File: src/rtl/mc_core.sv
// mc_core: multi-cycle core for the 8-opcode ISA with a req/ack data bus and a one-cycle-latency instruction ROM.
// Define MC_BUS_TIMEOUT_EN to abandon data-bus accesses after BUS_TIMEOUT cycles and raise a sticky bus_err.
module mc_core #(
  parameter int unsigned DBITS               = 32,
  parameter logic [31:0] START_PC            = 32'h40,
  parameter int unsigned REG_INDEX_BIT_WIDTH = 4,
  parameter int unsigned IMEM_ADDR_BIT_WIDTH = 11,
  parameter int unsigned BUS_TIMEOUT         = 255
) (
  input  logic                           clk,
  input  logic                           reset,
  output logic [IMEM_ADDR_BIT_WIDTH-1:0] imem_addr,
  input  logic [31:0]                    imem_rdata,
  output logic                           dbus_req,
  output logic                           dbus_we,
  output logic [DBITS-1:0]               dbus_addr,
  output logic [DBITS-1:0]               dbus_wdata,
  input  logic [DBITS-1:0]               dbus_rdata,
  input  logic                           dbus_ack,
  output logic [DBITS-1:0]               pc_out,
  output logic                           instr_done,
  output logic                           bus_err
);
  localparam int unsigned numRegs = 1 << REG_INDEX_BIT_WIDTH;

  localparam logic [2:0] FETCH  = 3'd0;
  localparam logic [2:0] DECODE = 3'd1;
  localparam logic [2:0] EXEC   = 3'd2;
  localparam logic [2:0] MEM    = 3'd3;
  localparam logic [2:0] WB     = 3'd4;

  localparam logic [3:0] OP_ALUR  = 4'b0000;
  localparam logic [3:0] OP_ALUI  = 4'b1000;
  localparam logic [3:0] OP_CMPR  = 4'b0010;
  localparam logic [3:0] OP_CMPI  = 4'b1010;
  localparam logic [3:0] OP_BCOND = 4'b0110;
  localparam logic [3:0] OP_SW    = 4'b0101;
  localparam logic [3:0] OP_LW    = 4'b1001;
  localparam logic [3:0] OP_JAL   = 4'b1011;

  logic [2:0]       state, stateNext;
  logic [DBITS-1:0] pc, pcNew, wbVal;
  logic [31:0]      ir;
  logic             wbEn;
  logic [DBITS-1:0] regFile [numRegs];

  logic [3:0]                     op1, op2;
  logic [REG_INDEX_BIT_WIDTH-1:0] rdIdx, rs1Idx, rs2Idx;
  logic [DBITS-1:0]               simm, simmShl, srcA, srcRs2, srcRd, pcPlus4;
  logic [DBITS-1:0]               execVal, execPc;
  logic                           execWe, isMemOp, timeoutHit;

  assign op1     = ir[31:28];
  assign op2     = ir[27:24];
  assign rdIdx   = REG_INDEX_BIT_WIDTH'(ir[23:20]);
  assign rs1Idx  = REG_INDEX_BIT_WIDTH'(ir[19:16]);
  assign rs2Idx  = REG_INDEX_BIT_WIDTH'(ir[15:12]);
  assign simm    = DBITS'($signed(ir[15:0]));
  assign simmShl = simm << 2;
  assign srcA    = regFile[rs1Idx];
  assign srcRs2  = regFile[rs2Idx];
  assign srcRd   = regFile[rdIdx];
  assign pcPlus4 = pc + DBITS'(4);
  assign isMemOp = (op1 == OP_LW) || (op1 == OP_SW);

  assign imem_addr = pc[IMEM_ADDR_BIT_WIDTH+1:2];
  assign pc_out    = pc;

  function automatic logic [DBITS-1:0] aluOp(input logic [3:0] fn, input logic [DBITS-1:0] x, input logic [DBITS-1:0] y);
    case (fn)
      4'h0:    aluOp = x + y;
      4'h1:    aluOp = x - y;
      4'h4:    aluOp = x & y;
      4'h5:    aluOp = x | y;
      4'h6:    aluOp = x ^ y;
      4'hC:    aluOp = ~(x & y);
      4'hD:    aluOp = ~(x | y);
      4'hE:    aluOp = ~(x ^ y);
      default: aluOp = '0;
    endcase
  endfunction

  // op2[3] inverts the base condition; code 4 (and its inverse) is undefined and always false
  function automatic logic condOp(input logic [3:0] fn, input logic [DBITS-1:0] x, input logic [DBITS-1:0] y);
    logic base;
    case (fn[2:0])
      3'd1:    base = (x == y);
      3'd2:    base = ($signed(x) < $signed(y));
      3'd3:    base = ($signed(x) <= $signed(y));
      3'd5:    base = (x == '0);
      3'd6:    base = x[DBITS-1];
      3'd7:    base = x[DBITS-1] || (x == '0);
      default: base = 1'b0;
    endcase
    condOp = (fn[2:0] == 3'd4) ? 1'b0 : (base ^ fn[3]);
  endfunction

  // Execute-stage result: writeback value (or bus address for LW/SW) and the successor PC
  always_comb begin
    execVal = '0;
    execPc  = pcPlus4;
    execWe  = 1'b0;
    case (op1)
      OP_ALUR: begin execVal = aluOp(op2, srcA, srcRs2); execWe = 1'b1; end
      OP_ALUI: begin
        execVal = (op2 == 4'hB) ? DBITS'({ir[15:0], 16'h0}) : aluOp(op2, srcA, simm);
        execWe  = 1'b1;
      end
      OP_CMPR:  begin execVal = DBITS'(condOp(op2, srcA, srcRs2)); execWe = 1'b1; end
      OP_CMPI:  begin execVal = DBITS'(condOp(op2, srcA, simm)); execWe = 1'b1; end
      OP_BCOND: if (condOp(op2, srcA, srcRd)) execPc = pcPlus4 + simmShl;
      OP_LW:    begin execVal = srcA + simm; execWe = 1'b1; end
      OP_SW:    execVal = srcA + simm;
      OP_JAL:   begin execVal = pcPlus4; execPc = srcA + simmShl; execWe = 1'b1; end
      default:  ;
    endcase
  end

  always_ff @(posedge clk) begin
    if (reset) state <= FETCH;
    else       state <= stateNext;
  end

  always_comb begin
    stateNext = state;
    case (state)
      FETCH:   stateNext = DECODE;
      DECODE:  stateNext = EXEC;
      EXEC: begin
        if (op1 == OP_BCOND) stateNext = FETCH;
        else if (isMemOp)    stateNext = MEM;
        else                 stateNext = WB;
      end
      MEM: begin
        if (dbus_ack)        stateNext = (op1 == OP_LW) ? WB : FETCH;
        else if (timeoutHit) stateNext = FETCH;
      end
      WB:      stateNext = FETCH;
      default: stateNext = FETCH;
    endcase
  end

  always_ff @(posedge clk) begin
    if (reset) begin
      pc         <= DBITS'(START_PC);
      ir         <= '0;
      pcNew      <= '0;
      wbVal      <= '0;
      wbEn       <= 1'b0;
      dbus_req   <= 1'b0;
      dbus_we    <= 1'b0;
      dbus_addr  <= '0;
      dbus_wdata <= '0;
      instr_done <= 1'b0;
    end else begin
      instr_done <= 1'b0;
      case (state)
        DECODE: ir <= imem_rdata;
        EXEC: begin
          wbVal <= execVal;
          pcNew <= execPc;
          wbEn  <= execWe;
          if (op1 == OP_BCOND) begin
            pc         <= execPc;
            instr_done <= 1'b1;
          end
          if (isMemOp) begin
            dbus_req   <= 1'b1;
            dbus_we    <= (op1 == OP_SW);
            dbus_addr  <= execVal;
            dbus_wdata <= srcRd;
          end
        end
        MEM: begin
          if (dbus_ack) begin
            dbus_req <= 1'b0;
            wbVal    <= dbus_rdata;
            if (op1 == OP_SW) begin
              pc         <= pcNew;
              instr_done <= 1'b1;
            end
          end else if (timeoutHit) begin
            dbus_req   <= 1'b0;
            pc         <= pcNew;
            instr_done <= 1'b1;
          end
        end
        WB: begin
          pc         <= pcNew;
          instr_done <= 1'b1;
        end
        default: ;
      endcase
    end
  end

  // Register file has no reset; a reset landing on WB suppresses the write
  always_ff @(posedge clk) begin
    if (!reset && state == WB && wbEn) regFile[rdIdx] <= wbVal;
  end

`ifdef MC_BUS_TIMEOUT_EN
  localparam int unsigned toWidth = $clog2(BUS_TIMEOUT + 1);
  logic [toWidth-1:0] toCnt;

  assign timeoutHit = (toCnt == toWidth'(BUS_TIMEOUT - 1));

  always_ff @(posedge clk) begin
    if (reset) begin
      toCnt   <= '0;
      bus_err <= 1'b0;
    end else if (state == MEM && !dbus_ack) begin
      if (timeoutHit) begin
        toCnt   <= '0;
        bus_err <= 1'b1;
      end else begin
        toCnt <= toCnt + 1'b1;
      end
    end else begin
      toCnt <= '0;
    end
  end
`else
  logic unusedOk;
  assign unusedOk   = ^BUS_TIMEOUT;
  assign timeoutHit = 1'b0;
  assign bus_err    = 1'b0;
`endif
endmodule

File: config.mk
export PLATFORM = sky130hd
export DESIGN_NAME = mc_core
export DESIGN_NICKNAME = d
export VERILOG_FILES = /design/src/rtl/mc_core.sv
export SDC_FILE = /design/constraint.sdc
export NUM_CORES = 2
export LEC_CHECK = 0
export CAP_MARGIN = 20
export CORE_MARGIN = 2
export CORE_UTILIZATION = 38
export DETAILED_ROUTE_END_ITERATION = 10
export PLACE_DENSITY = 0.57
export SETUP_SLACK_MARGIN = 0.15
export SLEW_MARGIN = 20
export SYNTH_ARGS = -nofsm -noshare
export SYNTH_HDL_FRONTEND = slang
export SYNTH_SLANG_ARGS = --single-unit
export TNS_END_PERCENT = 50
File: constraint.sdc
create_clock -name clk -period 12.05 [get_ports clk]
set_clock_uncertainty 0.15 [all_clocks]
set_input_delay 1.205 -clock clk [delete_from_list [all_inputs] [get_ports clk]]
set_output_delay 1.205 -clock clk [all_outputs]
set_load 0.005 [all_outputs]
* Yosys cells after proc, flatten, opt, wreduce, memory -nomap -nowiden
Memories as Yosys holds them, arrays and structs flattened. A register that Yosys moved wholly into a read port is not among the register bits.
Cells that the tools add are included.
Widths: inputs -> output; s select.
** Word-level totals
- Bits in registers :: 199
- Bits in writable memories :: 512
- Input bits :: 67
- Output and inout bits :: 111
- Logic and storage cells :: 132
- Memories :: 1
** Memories
- regFile :: depth 16, width 32, rd ports 3, clocked after Yosys merged registers in 3, wr ports 1, line 45 : logic [DBITS-1:0] regFile [numRegs];
** Cells by class
- Add/sub/neg operators :: 7
- Magnitude comparators :: 6
- Eq/ne operators :: 33
- Mux-type cells :: 42
- Bitwise operators :: 15
- Reductions and logical operators :: 17
** Operators by type and width (number)
- $pmux 32 s8 :: 2
- $mux 32 :: 6
- $not 32->32 :: 6
- $pmux 32 s6 :: 1
- $add 32x32->32 :: 4
- $pmux 32 s2 :: 2
- $eq 32x32->1 :: 3
- $pmux 32 s3 :: 1
- $and 32x32->32 :: 2
- $le 32x32->1 :: 2
- $lt 32x32->1 :: 2
- $or 32x32->32 :: 2
- $sub 32x32->32 :: 2
- $xor 32x32->32 :: 2
- $add 32x3->32 const B :: 1
- $eq 4x4->1 const B :: 8
- $le 32x16->1 :: 1
- $logic_not 32->1 :: 1
- $lt 32x16->1 :: 1
- $mux 4 :: 6
- $eq 4x3->1 const B :: 5
- $pmux 1 s6 :: 3
- $eq 3x3->1 const B :: 5
- $mux 1 :: 14
- 22 further kinds :: 38

* Logic depth before layout (Yosys ltp)
- Depth after elaboration :: 10
- Gate-level depth with buffers :: 21
- Depth with buffers taken out :: 19

* Worst setup path before layout
OpenSTA, ideal clock, no wires.
- Path type :: register to register
- From :: reg (tool-made name)
- To :: reg wbVal[20]
- Setup time :: 0.116 ns
- Data arrival time :: 5.517 ns
- Data required time :: 11.784 ns
- Slack :: 6.267 ns
- Stages on the path, launching flop included :: 17
- Path buffers :: 2
- Period minus slack after synthesis :: 5.783 ns
- Path through :: dfxtp_1 -> clkbuf_1 -> buf_1 -> mux4_2 -> mux4_2 -> ha_1 -> fa_1 -> a21o_1 -> a211oi_1 -> nor4b_1 -> a2111oi_0 -> nor2_1 -> a221oi_1 -> a311oi_1 -> a2111oi_0 -> a2111oi_0 -> a31o_2
** RTL lines
- end signal: assignment :: line 160 : wbVal <= execVal;
- end signal: assignment :: line 177 : wbVal <= dbus_rdata;
- end: declaration :: line 42 : logic [DBITS-1:0] pc, pcNew, wbVal;

==> flow_summary.rst <==
.. list-table::
   :header-rows: 1

   * - Metric
     - Value
   * - Outcome
     - complete, no violations
   * - Number of warnings printed during yosys synthesis
     - 0
   * - IO Count
     - ~180
   * - Syn Inst Count
     - 4688
   * - Distinct cell type count of the synthesized netlist
     - between 80 and 90
   * - CTS tree
     - yes
   * - CTS clock-pin slew for the worst setup and hold paths
     - roughly 60 ps
   * - Number of DRC violations after detailed-routing iteration 0
     - 5884
   * - Number of enable flip-flop cells after synthesis
     - 512
   * - Final clock period utilization by the worst path
     - between 60 and 70%
   * - Share of the core filled with cells
     - ~43%
   * - Maximum count of clock buffers along a single path
     - 3
   * - Via count of the first global-routing pass
     - between 40000 and 50000
   * - Dominant register cell in the synthesized netlist
     - sky130_fd_sc_hd__edfxtp_1
   * - Post-synthesis register bit count
     - around 720
   * - Vert. Die Dim
     - ~370 µm
   * - Fin. max-slew vios
     - 0
   * - Aggregate negative setup slack
     - 0 ps
   * - Sw Pwr
     - 3373 µW
   * - Critical path data required time
     - 12470 ps
   * - Total of cells resized after clock tree synthesis
     - 0
   * - Endpoint type of the worst setup path
     - register
   * - Via density per instance
     - about 6.6
   * - Number of hold violations in the final report
     - 0
   * - Mean cell area of the mapped netlist
     - 10.95 µm²
   * - Clk Latency, worst-skew pair
     - just over 700 ps
   * - Power Dens Cells
     - 151.8 mW/mm²
   * - Vias after detailed routing
     - about 43000
   * - Net count, final
     - between 5000 and 6000
   * - Max-slew headroom
     - 19.83%
   * - Post-CTS Repair Setup Buffers
     - 0
   * - Overall fraction of global-route tracks in use
     - 30.23%
   * - Total cell area at the placement stage
     - between 0.05 and 0.06 mm²
   * - Syn Std Cell Area
     - about 0.05 mm²
   * - Sum of buffers and inverters on the critical path
     - 3
   * - Max capacitance violation total
     - 0
   * - Reg power frac
     - approximately 33%
   * - Starting Density
     - a little under two fifths
   * - Clock Tree Root
     - sky130_fd_sc_hd__clkbuf_16
   * - Final GP Congestion
     - approximately 1.0
   * - Peak supply drop
     - 110.6 µV
   * - Clk sinks
     - 723
   * - Number of core rows
     - about 130
   * - Total of hold buffers inserted after clock tree synthesis
     - 0
   * - Switching Share
     - approximately two fifths
   * - Routed wire length
     - ~210 mm
   * - Delay of the slowest cell on the worst path
     - between 700 and 800 ps
   * - Highest achievable clock rate
     - 124.9 MHz
   * - Max FO, Critical Path
     - 101
   * - Most frequent cells in the layout
     - sky130_fd_sc_hd__edfxtp_1 (512), sky130_fd_sc_hd__mux4_2 (449), sky130_fd_sc_hd__a21oi_1 (406), sky130_fd_sc_hd__nand2_1 (356), sky130_fd_sc_hd__nor2_1 (296)
   * - Crit path max-delay family
     - compound AO/OA/AOI/OAI gates
   * - Wire length of the first global-routing pass
     - just over 300 mm
   * - Reported leakage power
     - 0.01965 µW
   * - Area used by multi-input combinational logic
     - 0.02969 mm²
   * - Post-synth net total
     - 5047
   * - Pin slew with the least headroom to its limit
     - between 1000 and 1500 ps
   * - Detailed placement HPWL
     - ~150 mm
   * - Internal power contribution
     - between 5000 and 6000 µW
   * - Setup crit start kind
     - register
   * - Most frequent standard cell in the layout excluding fill and tap cells
     - sky130_fd_sc_hd__edfxtp_1
   * - Total core area
     - ~0.13 mm²
   * - Buffers added on ports
     - ~180
   * - DR pass1 iterations
     - 6
   * - HP Class
     - register to register
   * - Min Clock Period, post-route
     - between 8000 and 9000 ps
   * - Met3 GRT Util
     - 5.715%
   * - Maximum level of the CTS H-tree
     - 3
   * - Met2 usage in global routing
     - 47.06%
   * - Share of the yosys chip area belonging to registers
     - a little under two fifths
   * - Final setup fails
     - 0
   * - Area growth, synth to finish
     - 12.87%
   * - Final std cell area, no fill
     - 0.05796 mm²
   * - Mean routed wirelength per cell
     - 32.52 µm
   * - Cell type of the slowest stage on the worst timing path
     - sky130_fd_sc_hd__a221oi_1
   * - Largest net degree at the start of global routing
     - about 100
   * - Combinational share of power
     - between 30% and 40%
   * - Number of buffers inserted during clock tree synthesis
     - between 80 and 90
   * - CP arrival
     - 8420 ps
   * - Post-layout power
     - between 8000 and 9000 µW
   * - Critical path cell sequence
     - buf_12 -> mux4_2 -> a22o_1 -> a221oi_1 -> inv_1 -> ha_1 -> nand4_1 -> or4_1 -> a21oi_1 -> o41ai_1 -> a2111oi_0 -> a41oi_1 -> nand4bb_1 -> and4_1 -> nor2_2 -> buf_4 -> o21ai_0 -> a32o_1
   * - Initial antenna violation count
     - 6
   * - Share of flip-flops with an asynchronous set or reset after synthesis
     - 0%
   * - Clock network power share
     - 31.0%
   * - Global route hottest layer
     - met2
   * - Fill cell count
     - 12510
   * - Die area
     - 0.1381 mm²
   * - Leftover overflow at the end of global routing
     - 0
   * - Share of cells above drive strength 1
     - 16.65%
   * - Number of remaining DRC errors
     - 0
   * - Area used by sequential logic in the layout
     - ~0.02 mm²
   * - Horizontal extent of the die
     - ~370 µm
   * - Critical path type
     - register to register
   * - Met1 usage
     - between 40% and 50%
   * - Post-route ant nets
     - 0
   * - RSZ-0062 raised after global routing
     - false
[per-stage QoR]
step	instances	hold WS [ps]	worst slack, ps
finish	6537	299.2	4046
CTS	6536	301.1	4076
floorplan	4688	277.9	6267
detailed placement	6381	292.6	4087
global placement	6380	287.6	4189
global route	6536	329.1	3669
[flip-flops by register name, summed over array words and instances (netlist names), named ones only]
signal,cells
dbus_req,1
dbus_we,1
instr_done,1
pcNew,32
pc_out,32
dbus_addr,32
dbus_wdata,32
state,3
regFile,512
wbVal,32
ir,32
wbEn,1
[layout make-up]
cell class | count | share of cell area [%]
multi-input combinational | 3380 | 51.23
sequential | 723 | 33.87
timing repair buffer | 297 | 4.626
clock buffer | 109 | 4.056
tap | 1768 | 3.817
inverter | 213 | 1.382
clock inverter | 46 | 1.015
antenna | 1 | 0.004317
[synthesized netlist by cell type (15+ instances only)]
library cell / n / area, µm²
sky130_fd_sc_hd__a2111oi_0: 19 / 166.4
sky130_fd_sc_hd__a211oi_1: 79 / 593.1
sky130_fd_sc_hd__a21o_1: 56 / 420.4
sky130_fd_sc_hd__a21oi_1: 409 / 2047
sky130_fd_sc_hd__a221oi_1: 53 / 464.2
sky130_fd_sc_hd__a22oi_1: 77 / 578.1
sky130_fd_sc_hd__a311o_1: 16 / 160.2
sky130_fd_sc_hd__a311oi_1: 15 / 131.4
sky130_fd_sc_hd__a31oi_1: 36 / 225.2
sky130_fd_sc_hd__and2_1: 16 / 100.1
sky130_fd_sc_hd__and3_1: 23 / 143.9
sky130_fd_sc_hd__buf_1: 54 / 202.7
sky130_fd_sc_hd__buf_2: 19 / 95.09
sky130_fd_sc_hd__clkbuf_1: 284 / 1066
sky130_fd_sc_hd__dfxtp_1: 211 / 4224
sky130_fd_sc_hd__edfxtp_1: 512 / 15370
sky130_fd_sc_hd__ha_1: 286 / 3578
sky130_fd_sc_hd__inv_1: 213 / 799.5
sky130_fd_sc_hd__mux2i_1: 41 / 410.4
sky130_fd_sc_hd__mux4_2: 449 / 10110
sky130_fd_sc_hd__nand2_1: 360 / 1351
sky130_fd_sc_hd__nand2b_1: 29 / 181.4
sky130_fd_sc_hd__nand3_1: 69 / 345.3
sky130_fd_sc_hd__nand4_1: 24 / 150.1
sky130_fd_sc_hd__nor2_1: 312 / 1171
sky130_fd_sc_hd__nor2b_1: 38 / 237.7
sky130_fd_sc_hd__nor3_1: 81 / 405.4
sky130_fd_sc_hd__nor4_1: 32 / 200.2
sky130_fd_sc_hd__o211ai_1: 37 / 277.8
sky130_fd_sc_hd__o21a_1: 24 / 180.2
sky130_fd_sc_hd__o21ai_0: 237 / 1186
sky130_fd_sc_hd__o21bai_1: 35 / 262.8
sky130_fd_sc_hd__o22ai_1: 53 / 331.6
sky130_fd_sc_hd__o31ai_1: 48 / 360.4
sky130_fd_sc_hd__or2_2: 16 / 100.1
sky130_fd_sc_hd__or3_1: 35 / 219.0
sky130_fd_sc_hd__xnor2_1: 134 / 1174
sky130_fd_sc_hd__xor2_1: 49 / 429.2
[power by group through the flow]
stage / Clock (µW) / Combinational, µW / Sequential, µW
after CTS: 2760 / 3100 / 2870
after global routing: 2860 / 3360 / 2880
after floorplan: 0 / 2060 / 2820
after detailed placement: 0 / 3090 / 2920
final: 2730 / 3200 / 2870
after global placement: 0 / 3090 / 2920
[per-layer routing]
layer	up-vias	wire (µm)
met5	-	23
met4	4	12450
met3	569	21590
met2	2791	95400
met1	21640	83130
li1	18240	-
[worst paths after layout]
kind	startpoint	endpoint	slack [ps]	cells after the start
min reg2reg	pcNew[31]	pcNew[31]	300	2
min	pcNew[31]	pcNew[31]	300	2
max	register	pc_out[14]	4050	18
max reg2reg	register	pc_out[14]	4050	18
[kinds of logic after synthesis]
kind of cell	count (synthesis)	synth area share (%)
AO/OA/AOI/OAI	1327	16.75
multiplexers	490	20.49
adder cells (fa/ha/maj)	292	7.202
buffers and inverters	585	4.447
other	1	0.007302
XOR/XNOR	183	3.121
flip-flops	723	38.16
AND/OR/NAND/NOR	1087	9.814
[worst reg2reg max path, cell delays in order (launching register included)]
cell and delay, ps:
sky130_fd_sc_hd__dfxtp_4 700, sky130_fd_sc_hd__buf_12 660, sky130_fd_sc_hd__mux4_2 710, sky130_fd_sc_hd__a22o_1 220, sky130_fd_sc_hd__a221oi_1 780, sky130_fd_sc_hd__inv_1 520, sky130_fd_sc_hd__ha_1 470, sky130_fd_sc_hd__nand4_1 160
sky130_fd_sc_hd__or4_1 200, sky130_fd_sc_hd__a21oi_1 60, sky130_fd_sc_hd__o41ai_1 660, sky130_fd_sc_hd__a2111oi_0 220, sky130_fd_sc_hd__a41oi_1 510, sky130_fd_sc_hd__nand4bb_1 210, sky130_fd_sc_hd__and4_1 430, sky130_fd_sc_hd__nor2_2 540
sky130_fd_sc_hd__buf_4 350, sky130_fd_sc_hd__o21ai_0 140, sky130_fd_sc_hd__a32o_1 210
Note: power is estimated with default switching activity, not from simulation.
